## config.mk

```make
export PLATFORM = sky130hd
export DESIGN_NAME = i2c_slave_reg_bridge
export DESIGN_NICKNAME = d
export VERILOG_FILES = /design/src/rtl/i2c_slave_pkg.sv /design/src/rtl/i2c_slave_payload_buf.sv /design/src/rtl/i2c_slave_reg_bridge.sv
export SDC_FILE = /design/constraint.sdc
export NUM_CORES = 1
export LEC_CHECK = 0
export ABC_AREA = 1
export BUFFER_PORTS_ARGS = -buffer_cell sky130_fd_sc_hd__buf_2
export CAP_MARGIN = 20
export CORE_MARGIN = 2
export CORE_UTILIZATION = 65
export CTS_CLUSTER_DIAMETER = 150
export DETAILED_ROUTE_END_ITERATION = 8
export PLACE_DENSITY_LB_ADDON = 0.05
export SLEW_MARGIN = 20
export SYNTH_ARGS = -nofsm -noshare
export SYNTH_HDL_FRONTEND = slang
export SYNTH_SLANG_ARGS = --single-unit
```

## constraint.sdc

```tcl
create_clock -name clk -period 6.2 [get_ports clk]
set_clock_uncertainty 0.05 [all_clocks]
set_input_delay 1.24 -clock clk [delete_from_list [all_inputs] [get_ports clk]]
set_output_delay 1.24 -clock clk [all_outputs]
set_load 0.02 [all_outputs]
```

## src/rtl/i2c_slave_pkg.sv

```systemverilog
// Shared types and default constants for the I2C slave register bridge.
// Opcodes and the reset slave address live here so the top and the bench agree.
package i2c_slave_pkg;

    typedef logic [7:0] byte_t;

    typedef enum logic [2:0] {
        ST_IDLE,
        ST_CAPTURE,
        ST_SET_ADDR,
        ST_WRITE,
        ST_RD_ADDR,
        ST_RD_WAIT,
        ST_UPLOAD,
        ST_FINISH
    } state_t;

    localparam byte_t      DEF_CMD_SET_ADDR = 8'h34;
    localparam byte_t      DEF_CMD_WRITE    = 8'h35;
    localparam byte_t      DEF_CMD_READ     = 8'h36;
    localparam logic [6:0] DEF_SLAVE_ADDR   = 7'h24;

    function automatic byte_t min8(input byte_t a, input byte_t b);
        return (a < b) ? a : b;
    endfunction

endpackage

```

## src/rtl/i2c_slave_payload_buf.sv

```systemverilog
// Command payload capture: addr/len header latch, write-data buffer,
// received-byte counter and a once-per-command overflow pulse.
module i2c_slave_payload_buf
    import i2c_slave_pkg::*;
#(
    parameter int MAX_WR_BYTES = 32
) (
    input  logic        clk,
    input  logic        rst_n,
    input  logic        clear,
    input  logic        capture,
    input  logic [7:0]  data,
    input  logic [15:0] index,
    input  logic [7:0]  rd_idx,
    output logic [7:0]  start_addr,
    output logic [7:0]  len,
    output logic [7:0]  rx_cnt,
    output logic [7:0]  eff_len,
    output logic [7:0]  eff_cnt,
    output logic [7:0]  rd_byte,
    output logic        err_overflow
);

    localparam int          BUF_AW  = (MAX_WR_BYTES > 1) ? $clog2(MAX_WR_BYTES) : 1;
    localparam logic [15:0] PAY_END = 16'(MAX_WR_BYTES + 2);
    localparam logic [7:0]  CNT_MAX = 8'(MAX_WR_BYTES);

    byte_t       mem [MAX_WR_BYTES];
    logic        ovf_seen;
    logic [15:0] offset;
    logic        in_payload;
    logic        beyond;
    logic        unused_bits;

    assign offset      = index - 16'd2;
    assign in_payload  = capture && (index >= 16'd2) && (index < PAY_END);
    assign beyond      = capture && (index >= PAY_END);
    assign unused_bits = ^{offset[15:BUF_AW], rd_idx[7:BUF_AW]};

    // Header/count values as they will be once this cycle's byte is stored, so a
    // cmd_done coinciding with the last byte decodes against complete data.
    assign eff_len = (capture && index == 16'd1) ? data : len;
    assign eff_cnt = (in_payload && rx_cnt != CNT_MAX) ? rx_cnt + 8'd1 : rx_cnt;
    assign rd_byte = mem[rd_idx[BUF_AW-1:0]];

    always_ff @(posedge clk or negedge rst_n) begin
        if (!rst_n) begin
            // NOTE: the payload buffer is reset explicitly because stale bytes
            // must never leak into a later burst; this is a small flop array, not RAM.
            for (int k = 0; k < MAX_WR_BYTES; k++) mem[k] <= '0;
            start_addr   <= '0;
            len          <= '0;
            rx_cnt       <= '0;
            ovf_seen     <= 1'b0;
            err_overflow <= 1'b0;
        end else if (clear) begin
            start_addr   <= '0;
            len          <= '0;
            rx_cnt       <= '0;
            ovf_seen     <= 1'b0;
            err_overflow <= 1'b0;
        end else begin
            err_overflow <= beyond && !ovf_seen;
            if (beyond) ovf_seen <= 1'b1;
            if (capture && index == 16'd0) start_addr <= data;
            if (capture && index == 16'd1) len <= data;
            if (in_payload) begin
                mem[offset[BUF_AW-1:0]] <= data;
                if (rx_cnt != CNT_MAX) rx_cnt <= rx_cnt + 8'd1;
            end
        end
    end

endmodule

```

## src/rtl/i2c_slave_reg_bridge.sv

```systemverilog
// Command engine: set-slave-address, burst write and burst read between the
// command/upload buses and a synchronous I2C-slave register file.
module i2c_slave_reg_bridge
    import i2c_slave_pkg::*;
#(
    parameter int         REG_DEPTH          = 16,
    parameter int         MAX_WR_BYTES       = 32,
    parameter logic [7:0] CMD_SET_ADDR       = DEF_CMD_SET_ADDR,
    parameter logic [7:0] CMD_WRITE          = DEF_CMD_WRITE,
    parameter logic [7:0] CMD_READ           = DEF_CMD_READ,
    parameter logic [6:0] DEFAULT_SLAVE_ADDR = DEF_SLAVE_ADDR,
    localparam int        ADDR_W             = $clog2(REG_DEPTH)
) (
    input  logic              clk,
    input  logic              rst_n,
    input  logic [7:0]        cmd_type,
    input  logic [15:0]       cmd_length,
    input  logic [7:0]        cmd_data,
    input  logic [15:0]       cmd_data_index,
    input  logic              cmd_start,
    input  logic              cmd_data_valid,
    input  logic              cmd_done,
    output logic              cmd_ready,
    output logic              upload_active,
    output logic              upload_req,
    output logic [7:0]        upload_data,
    output logic [7:0]        upload_source,
    output logic              upload_valid,
    input  logic              upload_ready,
    output logic [6:0]        slave_addr,
    output logic [ADDR_W-1:0] reg_addr,
    output logic [7:0]        reg_wdata,
    output logic              reg_we,
    input  logic [7:0]        reg_rdata,
    output logic              err_overflow
);

    state_t      state, state_nxt;
    byte_t       opcode;
    byte_t       idx;
    byte_t       hold;
    byte_t       start_addr, len, rx_cnt, eff_len, eff_cnt, rd_byte;
    byte_t       wr_n, wr_n_eff;
    logic        valid_op, restart, capture;
    logic [ADDR_W-1:0] cur_addr;
    logic        unused_bits;

    assign valid_op = (cmd_type == CMD_SET_ADDR) || (cmd_type == CMD_WRITE) ||
                      (cmd_type == CMD_READ);
    assign restart  = cmd_start && ((state == ST_IDLE && valid_op) || state == ST_CAPTURE);
    assign capture  = (state == ST_CAPTURE) && cmd_data_valid && !cmd_start;
    assign wr_n     = min8(len, rx_cnt);
    assign wr_n_eff = min8(eff_len, eff_cnt);
    assign cur_addr = start_addr[ADDR_W-1:0] + idx[ADDR_W-1:0];
    assign upload_source = CMD_READ;
    assign unused_bits   = ^{cmd_length, start_addr[7]};

    i2c_slave_payload_buf #(.MAX_WR_BYTES(MAX_WR_BYTES)) u_buf (
        .clk         (clk),
        .rst_n       (rst_n),
        .clear       (restart),
        .capture     (capture),
        .data        (cmd_data),
        .index       (cmd_data_index),
        .rd_idx      (idx),
        .start_addr  (start_addr),
        .len         (len),
        .rx_cnt      (rx_cnt),
        .eff_len     (eff_len),
        .eff_cnt     (eff_cnt),
        .rd_byte     (rd_byte),
        .err_overflow(err_overflow)
    );

    always_ff @(posedge clk or negedge rst_n) begin
        if (!rst_n) state <= ST_IDLE;
        else        state <= state_nxt;
    end

    // NOTE: every always_comb assigns a default first so no path leaves a
    // signal unassigned, which would otherwise infer a latch.
    always_comb begin
        state_nxt = state;
        case (state)
            ST_IDLE:     if (cmd_start && valid_op) state_nxt = ST_CAPTURE;
            ST_CAPTURE: begin
                if (cmd_start) begin
                    state_nxt = valid_op ? ST_CAPTURE : ST_IDLE;
                end else if (cmd_done) begin
                    if (opcode == CMD_SET_ADDR)   state_nxt = ST_SET_ADDR;
                    else if (opcode == CMD_WRITE) state_nxt = (wr_n_eff == 8'd0) ? ST_FINISH : ST_WRITE;
                    else if (opcode == CMD_READ)  state_nxt = (eff_len == 8'd0) ? ST_FINISH : ST_RD_ADDR;
                    else                          state_nxt = ST_IDLE;
                end
            end
            ST_SET_ADDR: state_nxt = ST_FINISH;
            ST_WRITE:    if ({1'b0, idx} + 9'd1 >= {1'b0, wr_n}) state_nxt = ST_FINISH;
            ST_RD_ADDR:  state_nxt = ST_RD_WAIT;
            ST_RD_WAIT:  state_nxt = ST_UPLOAD;
            ST_UPLOAD:   if (upload_ready) state_nxt = (idx + 8'd1 == len) ? ST_FINISH : ST_RD_ADDR;
            ST_FINISH:   state_nxt = ST_IDLE;
            default:     state_nxt = ST_IDLE;
        endcase
    end

    always_comb begin
        cmd_ready     = (state == ST_IDLE) || (state == ST_CAPTURE);
        upload_req    = 1'b0;
        upload_active = 1'b0;
        upload_data   = '0;
        upload_valid  = 1'b0;
        reg_addr      = '0;
        reg_wdata     = '0;
        reg_we        = 1'b0;
        case (state)
            ST_WRITE: begin
                reg_we    = 1'b1;
                reg_addr  = cur_addr;
                reg_wdata = rd_byte;
            end
            ST_RD_ADDR: reg_addr = cur_addr;
            ST_UPLOAD: begin
                upload_req    = 1'b1;
                upload_active = 1'b1;
                upload_data   = hold;
                upload_valid  = upload_ready;
            end
            default: ;
        endcase
    end

    // Byte counter, read hold register, opcode latch and slave address.
    always_ff @(posedge clk or negedge rst_n) begin
        if (!rst_n) begin
            opcode     <= '0;
            idx        <= '0;
            hold       <= '0;
            slave_addr <= DEFAULT_SLAVE_ADDR;
        end else begin
            if (restart && valid_op) opcode <= cmd_type;
            if (state == ST_CAPTURE)                     idx <= '0;
            else if (state == ST_WRITE)                  idx <= idx + 8'd1;
            else if (state == ST_UPLOAD && upload_ready) idx <= idx + 8'd1;
            if (state == ST_RD_WAIT)  hold <= reg_rdata;
            if (state == ST_SET_ADDR) slave_addr <= start_addr[6:0];
        end
    end

endmodule

```

==> results of run 1 <==
## per-layer routing
layer  up-vias  GRT usage
met5         -          0
met4         0      0.119
met3       100     0.0690
met2       559      0.522
met1      6456      0.479
li1       6348          -
## registers in the layout, summed over array words and instances, names as in the netlist
register / flops
u_buf.err_overflow: 1
u_buf.rx_cnt: 8
idx: 8
u_buf.start_addr: 7
u_buf.len: 8
hold: 8
state: 3
slave_addr: 7
u_buf.ovf_seen: 1
opcode: 8
u_buf.mem: 256
## final timing paths
path                                       from                 end  slack, ps  depth (start not counted)
worst min register to register   u_buf.ovf_seen  u_buf.err_overflow        390                          1
max in group asynchronous                 rst_n             hold[5]       4070                          2
worst max register to register  u_buf.rx_cnt[1]            state[0]       2540                         23
worst min-delay path             u_buf.ovf_seen  u_buf.err_overflow        390                          1
worst max-delay path                     idx[0]        reg_wdata[2]       1220                          9
min in group asynchronous                 rst_n      u_buf.mem[193]        730                          1
## final cells by class
type                       instances  area [µm²]
clock inverter                    10        78.8
timing repair buffer              93         546
clock buffer                      45         963
multi-input combinational       1351        6590
fill                            1878        6470
sequential                       315        7890
tap                              319         399
inverter                         105         400
## cells in the mapped netlist, types with 2 or more instances
cell type	instances	area, µm²
nor3_1	7	35.0
buf_4	10	75.1
a31oi_1	8	50.1
nand4_1	14	87.6
o22ai_1	32	200
clkbuf_1	113	424
nand3_1	38	190
o21ai_2	6	52.6
nand3b_1	3	22.5
inv_2	4	15.0
conb_1	2	7.51
or2_2	2	12.5
nor2_2	2	12.5
o221ai_1	47	412
xnor2_1	5	43.8
o211ai_1	4	30.0
dfrtp_1	313	7830
nor2_1	240	901
inv_1	98	368
dfstp_2	2	52.6
o311ai_0	6	52.6
ha_1	30	375
xor2_1	10	87.6
nor4_1	3	18.8
a21oi_1	23	115
o21ai_0	425	2130
o21ai_1	6	30.0
inv_4	2	12.5
buf_2	4	20.0
buf_6	2	22.5
nand2_1	421	1580
nand3_4	2	35.0
## worst reg2reg max path, delay by kind of cell, from the launching register on
family,cells,cell delay (ps)
AND/OR/NAND/NOR,11,1120
flip-flops,1,380
buffers and inverters,3,310
AO/OA/AOI/OAI,7,1080
adder cells (fa/ha/maj),2,600
## where the power goes
part	total, µW	internal [µW]	switching, µW
registers	2200	2140	56.2
logic	1970	593	1380
clock network	1940	1130	810
total	6110	3860	2240
## cell families (layout without fill, tap and decap cells)
logic type | after synthesis | count (layout) | synth area share
buf+inv | 234 | 253 | 0.0611
flops | 315 | 315 | 0.512
fa+ha+maj | 31 | 31 | 0.0257
simple gates | 737 | 737 | 0.191
other cells | 2 | 8 | 0.000488
xor+xnor | 15 | 15 | 0.00853
compound gates | 560 | 560 | 0.201
## metrics by stage
stage           util  instances
2_1_floorplan      -       1900
3_3_place_gp   0.678       2182
3_5_place_dp   0.678       2182
4_1_cts        0.722       2237
5_1_grt        0.723       2238
6_report       0.723       2238
==> flow_metrics.env, run 1 <==
export IMPL_arrival_ps=3690
export IMPL_fp_row_count=56
export IMPL_start_util=0.660
export IMPL_drv_cap=0
export IMPL_required_ps=4910
export IMPL_first_global_vias=12600
export IMPL_dr_pass1_iters=8
export IMPL_ios=103
export IMPL_async_flop_share=1.00
export IMPL_areaGrowthSynthToFinish_pct=9.58
export IMPL_crit_slowest_cell="buf_4"
export IMPL_cts_resized=0
export IMPL_die_width_um=158
export IMPL_worstSetupPathType="flop to output pin"
export IMPL_tightest_slew_ps=1150
export IMPL_power_leakage_uw=0.00794
export IMPL_path_max_fanout=73
export IMPL_endpoint_kind="output pin"
export IMPL_wl_met3_mm=3.50
export IMPL_grt_ovfl_total=0
export IMPL_post_cts_buffers=0
export IMPL_place_congestion=0.842
export IMPL_power_density_mw_per_mm2=362
export IMPL_slowest_delay_ps=700
export IMPL_wirelength_mm=40.9
export IMPL_path_common_cell="buf_4"
export IMPL_syn_inst=1894
export IMPL_yosys_warnings=0
export IMPL_synthesis_area_mm2=0.0154
export IMPL_drv_slew=0
export IMPL_dp_final_hpwl_mm=24.7
export IMPL_max_freq_mhz=201
export IMPL_drt_antenna_violating_nets=0
export IMPL_holdWs_ps=385
export IMPL_setup_violations=0
export IMPL_grt_pass1_wl_mm=65.5
export IMPL_vdd_ir_drop_max_mv=0.245
export IMPL_die_area_mm2=0.0249
export IMPL_via_per_inst=6.02
export IMPL_port_buffers=78
export IMPL_start_kind="flop"
export IMPL_fin_tns_setup_ps=0
export IMPL_crit_path_cell_trace="buf_4, buf_4, o21ai_0, o22ai_1, nor2_1, o311ai_0, nand2_1, a31oi_1, buf_2"
export IMPL_clockBufferDepth=3
export IMPL_path_clk_slew_ps=60
export IMPL_clk_latency_ps=510
export IMPL_numCtsBuffers=34
export IMPL_seq_area_frac_synth=0.512
export IMPL_ys_flop_type="dfrtp_1"
export IMPL_fin_nets=1993
export IMPL_cts_tree="yes"
export IMPL_met1_length_mm=17.4
export IMPL_drive_above_1_share=0.0896
export IMPL_final_hold_viol_count=0
export IMPL_wl_met2_mm=18.7
export IMPL_place_ws_ps=1750
export IMPL_path_delay_family="buffers and inverters"
export IMPL_synth_cell_types=42
export IMPL_synth_seq_cells=315
export IMPL_fin_total_pwr_uw=6110
export IMPL_grt_usage=0.338
export IMPL_rsz0062_at_grt="no"
export IMPL_setup_ws_ps=1220
export IMPL_drt_iter0_markers=1444
export IMPL_num_antenna_cells=0
export IMPL_clockRootBuffer="clkbuf_16"
export IMPL_hp_class="flop to flop"
export IMPL_die_y_um=158
export IMPL_dpl_cell_area_mm2=0.0158
export IMPL_holdBufCountCts=0
export IMPL_wl_per_cell_um=18.3
export IMPL_design_area_mm2=0.0169
export IMPL_drc_errors=0
export IMPL_layout_common_cells="o21ai_0 (425), nand2_1 (421), dfrtp_1 (311)"
export IMPL_avgSynthCellArea_um2=8.13
export IMPL_status="finished, final reports clean"
export IMPL_layout_commonest_cell="o21ai_0"
export IMPL_grt_max_degree=142
export IMPL_relSlewSlack=0.230
export IMPL_cts_htree_levels=2
export IMPL_core_mm2=0.0233
export IMPL_dr_max_layer_used="met4"
export IMPL_period_minus_slack_ps=4980
export IMPL_antenna_found_initial=1
export IMPL_cts_sink_count=315
export IMPL_fin_crit_sh=0.804
export IMPL_vias=13500
export IMPL_path_buf_inv=3
export IMPL_synth_edf_count=0
Power figures use the tool's default switching activity.
==> run 2, diff against run 1 <==
- CORE_UTILIZATION: 65 -> 61
- clock period: 6.2 -> 5.2 ns (I/O delays scaled with it)
==> flow_metrics.env, run 2 (same netlist as run 1, synthesis figures left out) <==
export IMPL_largest_reg_flops=256
export IMPL_numCtsBuffers=35
export IMPL_port_buffers=78
export IMPL_switching_share=0.360
export IMPL_period_minus_slack_ps=4330
export IMPL_fillerInstances=2135
export IMPL_drc_errors=0
export IMPL_required_ps=4110
export IMPL_p_int_uw=4760
export IMPL_path_clk_slew_ps=50
export IMPL_clockRootBuffer="clkbuf_16"
export IMPL_antenna_found_initial=0
export IMPL_clk_latency_ps=500
export IMPL_dp_final_hpwl_mm=25.7
export IMPL_layout_common_cells="o21ai_0 (425), nand2_1 (421), dfrtp_1 (311)"
export IMPL_final_hold_viol_count=0
export IMPL_die_area_mm2=0.0265
export IMPL_fp_row_count=58
export IMPL_r2r_end="state[0]"
export IMPL_path_max_fanout=44
export IMPL_rrSetupSlack_ps=1470
export IMPL_place_congestion=0.890
export IMPL_core_mm2=0.0250
export IMPL_holdBufCountCts=0
export IMPL_grt_pass1_wl_mm=66.7
export IMPL_hp_start="u_buf.ovf_seen"
export IMPL_vdd_ir_drop_max_mv=0.313
export IMPL_wirelength_mm=41.4
export IMPL_tightest_slew_ps=1110
export IMPL_die_width_um=163
export IMPL_hold_depth=1
export IMPL_start_util=0.617
export IMPL_cp_startpoint="idx[0]"
export IMPL_power_density_mw_per_mm2=436
export IMPL_hp_class="flop to flop"
export IMPL_fin_nets=2002
export IMPL_start_kind="flop"
export IMPL_power_leakage_uw=0.00802
export IMPL_grt_usage=0.320
export IMPL_dr_pass1_iters=7
export IMPL_fin_total_pwr_uw=7440
export IMPL_cts_resized=0
export IMPL_arrival_ps=3240
export IMPL_p_comb_frac=0.320
export IMPL_grt_ovfl_total=0
export IMPL_drt_antenna_violating_nets=0
export IMPL_post_cts_buffers=0
export IMPL_vias=13500
export IMPL_areaGrowthSynthToFinish_pct=10.8
export IMPL_drive_above_1_share=0.0957
export IMPL_max_freq_mhz=231
export IMPL_clkPwrFrac=0.328
export IMPL_drv_cap=0
export IMPL_wl_per_cell_um=18.3
export IMPL_first_global_vias=12700
export IMPL_seq_power_share=0.352
export IMPL_fin_crit_sh=0.834
export IMPL_whs_endpoint="u_buf.err_overflow"
export IMPL_drt_iter0_markers=1306
export IMPL_switching_power_uw=2680
export IMPL_worstSetupPathType="flop to output pin"
export IMPL_drv_slew=0
export IMPL_cts_tree="yes"
export IMPL_layout_commonest_cell="o21ai_0"
export IMPL_relSlewSlack=0.259
export IMPL_cts_sink_count=315
export IMPL_rr_startpoint="u_buf.rx_cnt[1]"
export IMPL_rsz0062_at_grt="no"
export IMPL_clockBufferDepth=3
export IMPL_endpoint_kind="output pin"
export IMPL_setup_violations=0
export IMPL_via_per_inst=5.94
export IMPL_die_y_um=163
export IMPL_fin_tns_setup_ps=0
export IMPL_largest_register="u_buf.mem"
export IMPL_grt_max_degree=134
export IMPL_num_antenna_cells=0
export IMPL_cts_htree_levels=2
export IMPL_r2r_cells=23
export IMPL_ios=103
export IMPL_status="finished, final reports clean"
run 2: area by class of cell:
type | count | area [µm²] | share of cell area
clock buffer | 55 | 1080 | 0.0635
sequential | 315 | 7890 | 0.463
clock inverter | 6 | 57.6 | 0.00338
tap | 330 | 413 | 0.0242
inverter | 105 | 400 | 0.0235
timing repair buffer | 101 | 618 | 0.0362
multi-input combinational | 1351 | 6590 | 0.386
run 2: worst max-delay path by stage:
stage / end / slack, ps / depth (start not counted)
floorplan: state[2] / 1990 / 19
detailed placement: state[2] / 1200 / 19
global route: reg_wdata[0] / 760 / 9
global placement: state[2] / 1200 / 19
CTS: reg_wdata[7] / 910 / 9
finish: reg_wdata[0] / 870 / 9
run 2: per-stage QoR:
stage | setup slack [ps] | hold slack [ps] | util | instances | instance area, µm²
after floorplan | 1990 | 352 | - | 1900 | 15400
after global placement | 1200 | 369 | 0.636 | 2201 | 15900
after detailed placement | 1200 | 367 | 0.637 | 2202 | 15900
after CTS | 915 | 389 | 0.683 | 2263 | 17100
after global routing | 759 | 412 | 0.683 | 2263 | 17100
final | 865 | 394 | 0.683 | 2263 | 17100
run 2: worst max-delay path, stage by stage (launching register included):
cell and delay (ps):
dfrtp_4 490, clkinv_2 460, buf_4 410, o21ai_0 120, o22ai_1 270, nor2_1 70, o311ai_0 350, nand2_1 180
a21oi_1 190, buf_2 190
run 2: power groups by stage:
stage	Clock (µW)	Sequential (µW)	Combinational, µW
global route	2570	2620	2640
finish	2440	2610	2380
CTS	2470	2610	2360
detailed placement	0	2660	2350
global placement	0	2650	2310
floorplan	0	2680	1590
run 2: routing by layer:
| metal | routed length, µm | track usage |
|---|---|---|
| met1 | 17800 | 0.450 |
| met2 | 18700 | 0.494 |
| met3 | 3440 | 0.0665 |
| met4 | 1430 | 0.120 |
| met5 | 0 | 0 |
==> run 3, diff against run 2 <==
- clock period: 5.2 -> 4 ns (I/O delays scaled with it)
==> flow_metrics.env, run 3 (same netlist as run 1, synthesis figures left out) <==
export IMPL_design_area_mm2=0.0172
export IMPL_drt_iter0_markers=1315
export IMPL_drt_antenna_violating_nets=0
export IMPL_rsz0062_at_grt="no"
export IMPL_drc_errors=0
export IMPL_grt_max_degree=85
export IMPL_power_density_mw_per_mm2=569
export IMPL_fin_crit_sh=0.967
export IMPL_start_kind="flop"
export IMPL_vias=13500
export IMPL_setup_violations=0
export IMPL_layout_commonest_cell="o21ai_0"
export IMPL_stdcell_count=2280
export IMPL_required_ps=3150
export IMPL_final_hold_viol_count=0
export IMPL_hp_class="input port to async pin"
export IMPL_dr_pass1_iters=6
export IMPL_cts_htree_levels=2
export IMPL_wl_per_cell_um=18.3
export IMPL_antenna_found_initial=1
export IMPL_endpoint_kind="output pin"
export IMPL_grt_usage=0.319
export IMPL_vdd_ir_drop_max_mv=0.359
export IMPL_numCtsBuffers=35
export IMPL_drv_slew=0
export IMPL_period_minus_slack_ps=3870
export IMPL_rrSetupSlack_ps=530
export IMPL_crit_slowest_cell="clkinv_1"
export IMPL_areaGrowthSynthToFinish_pct=11.9
export IMPL_fp_row_count=58
export IMPL_fin_nets=2016
export IMPL_r2r_cells=23
export IMPL_num_antenna_cells=0
export IMPL_via_per_inst=5.94
export IMPL_path_buf_inv=3
export IMPL_grt_pass1_wl_mm=66.8
export IMPL_worstSetupPathType="flop to output pin"
export IMPL_max_freq_mhz=258
export IMPL_dp_cells=2214
export IMPL_wirelength_mm=41.7
export IMPL_r2r_end="state[0]"
export IMPL_tightest_slew_ps=1070
export IMPL_path_clk_slew_ps=60
export IMPL_rr_startpoint="u_buf.rx_cnt[1]"
export IMPL_relSlewSlack=0.284
export IMPL_port_buffers=78
export IMPL_die_y_um=163
export IMPL_crit_path_cell_trace="clkinv_1, buf_4, o21ai_0, o221ai_1, a31oi_1, a21oi_1, buf_2"
export IMPL_die_width_um=163
export IMPL_fin_tns_setup_ps=0
export IMPL_path_delay_family="buffers and inverters"
export IMPL_grt_ovfl_total=0
export IMPL_path_max_fanout=23
export IMPL_die_area_mm2=0.0265
export IMPL_core_mm2=0.0250
export IMPL_power_leakage_uw=0.00812
export IMPL_drive_above_1_share=0.100
export IMPL_largest_reg_flops=256
export IMPL_fin_total_pwr_uw=9790
export IMPL_cts_sink_count=315
export IMPL_drv_cap=0
export IMPL_dpl_cell_area_mm2=0.0160
export IMPL_largest_register="u_buf.mem"
export IMPL_clockRootBuffer="clkbuf_16"
export IMPL_dp_final_hpwl_mm=25.9
export IMPL_slowest_delay_ps=630
export IMPL_layout_common_cells="o21ai_0 (425), nand2_1 (421), dfrtp_1 (311)"
export IMPL_status="finished, final reports clean"
export IMPL_arrival_ps=3020
export IMPL_clk_latency_ps=520
export IMPL_start_util=0.617
export IMPL_holdWs_ps=160
export IMPL_first_global_vias=12800
export IMPL_ios=103
export IMPL_cts_tree="yes"
export IMPL_place_congestion=0.930
export IMPL_clockBufferDepth=3
==> run 3: cell count changes in the layout (fill, tap and decap cells not counted), sizes merged <==
cell | previous run | this run
clkinv | 7 | 8
clkinvlp | 1 | 0
clkbuf | 55 | 57
buf | 101 | 115
inv | 102 | 103
==> run 3: area by class of cell <==
| class | instances | area (µm²) |
|---|---|---|
| Clock buffer | 57 | 1070 |
| Clock inverter | 7 | 78.8 |
| Inverter | 105 | 400 |
| Fill cell | 2078 | 7740 |
| Timing Repair Buffer | 115 | 779 |
| Multi-Input combinational cell | 1351 | 6590 |
| Sequential cell | 315 | 7890 |
| Tap cell | 330 | 413 |
==> run 3: stage by stage <==
step / utilization / worst slack (ps)
5_1_grt: 0.690 / 53.6
6_report: 0.690 / 130
3_5_place_dp: 0.643 / 402
2_1_floorplan: - / 849
3_3_place_gp: 0.641 / 469
4_1_cts: 0.689 / 102
==> run 3: metal layers <==
layer,vias up,global-route usage,part of all wire
li1,6411,-,-
met1,6537,0.459,0.43
met2,519,0.499,0.47
met3,78,0.0474,0.072
met4,0,0.111,0.025
met5,-,0,0
==> run 3: report_power, final <==
| part | switching (µW) | leakage (µW) | internal (µW) | total (µW) |
|---|---|---|---|---|
| Sequential | 102 | 0.00434 | 3320 | 3420 |
| Clock | 1300 | 0.000564 | 1900 | 3200 |
| Combinational | 2170 | 0.00321 | 1000 | 3170 |
==> run 3: repair_timing <==
action / in CTS / in global routing
resized for setup: 0 / 2
endpoints found under the setup margin: 0 / 6
setup buffers: 0 / 2
hold buffers: 0 / 0
==> run 3: worst max path at each step <==
stage / from / end / slack, ps / depth (start not counted)
2_1_floorplan: u_buf.rx_cnt[1] / state[0] / 850 / 23
4_1_cts: idx[1] / reg_wdata[5] / 100 / 8
5_1_grt: idx[1] / reg_wdata[7] / 50 / 9
6_report: idx[1] / reg_wdata[5] / 130 / 7
3_5_place_dp: u_buf.len[7] / state[0] / 400 / 18
3_3_place_gp: u_buf.rx_cnt[1] / state[0] / 470 / 23
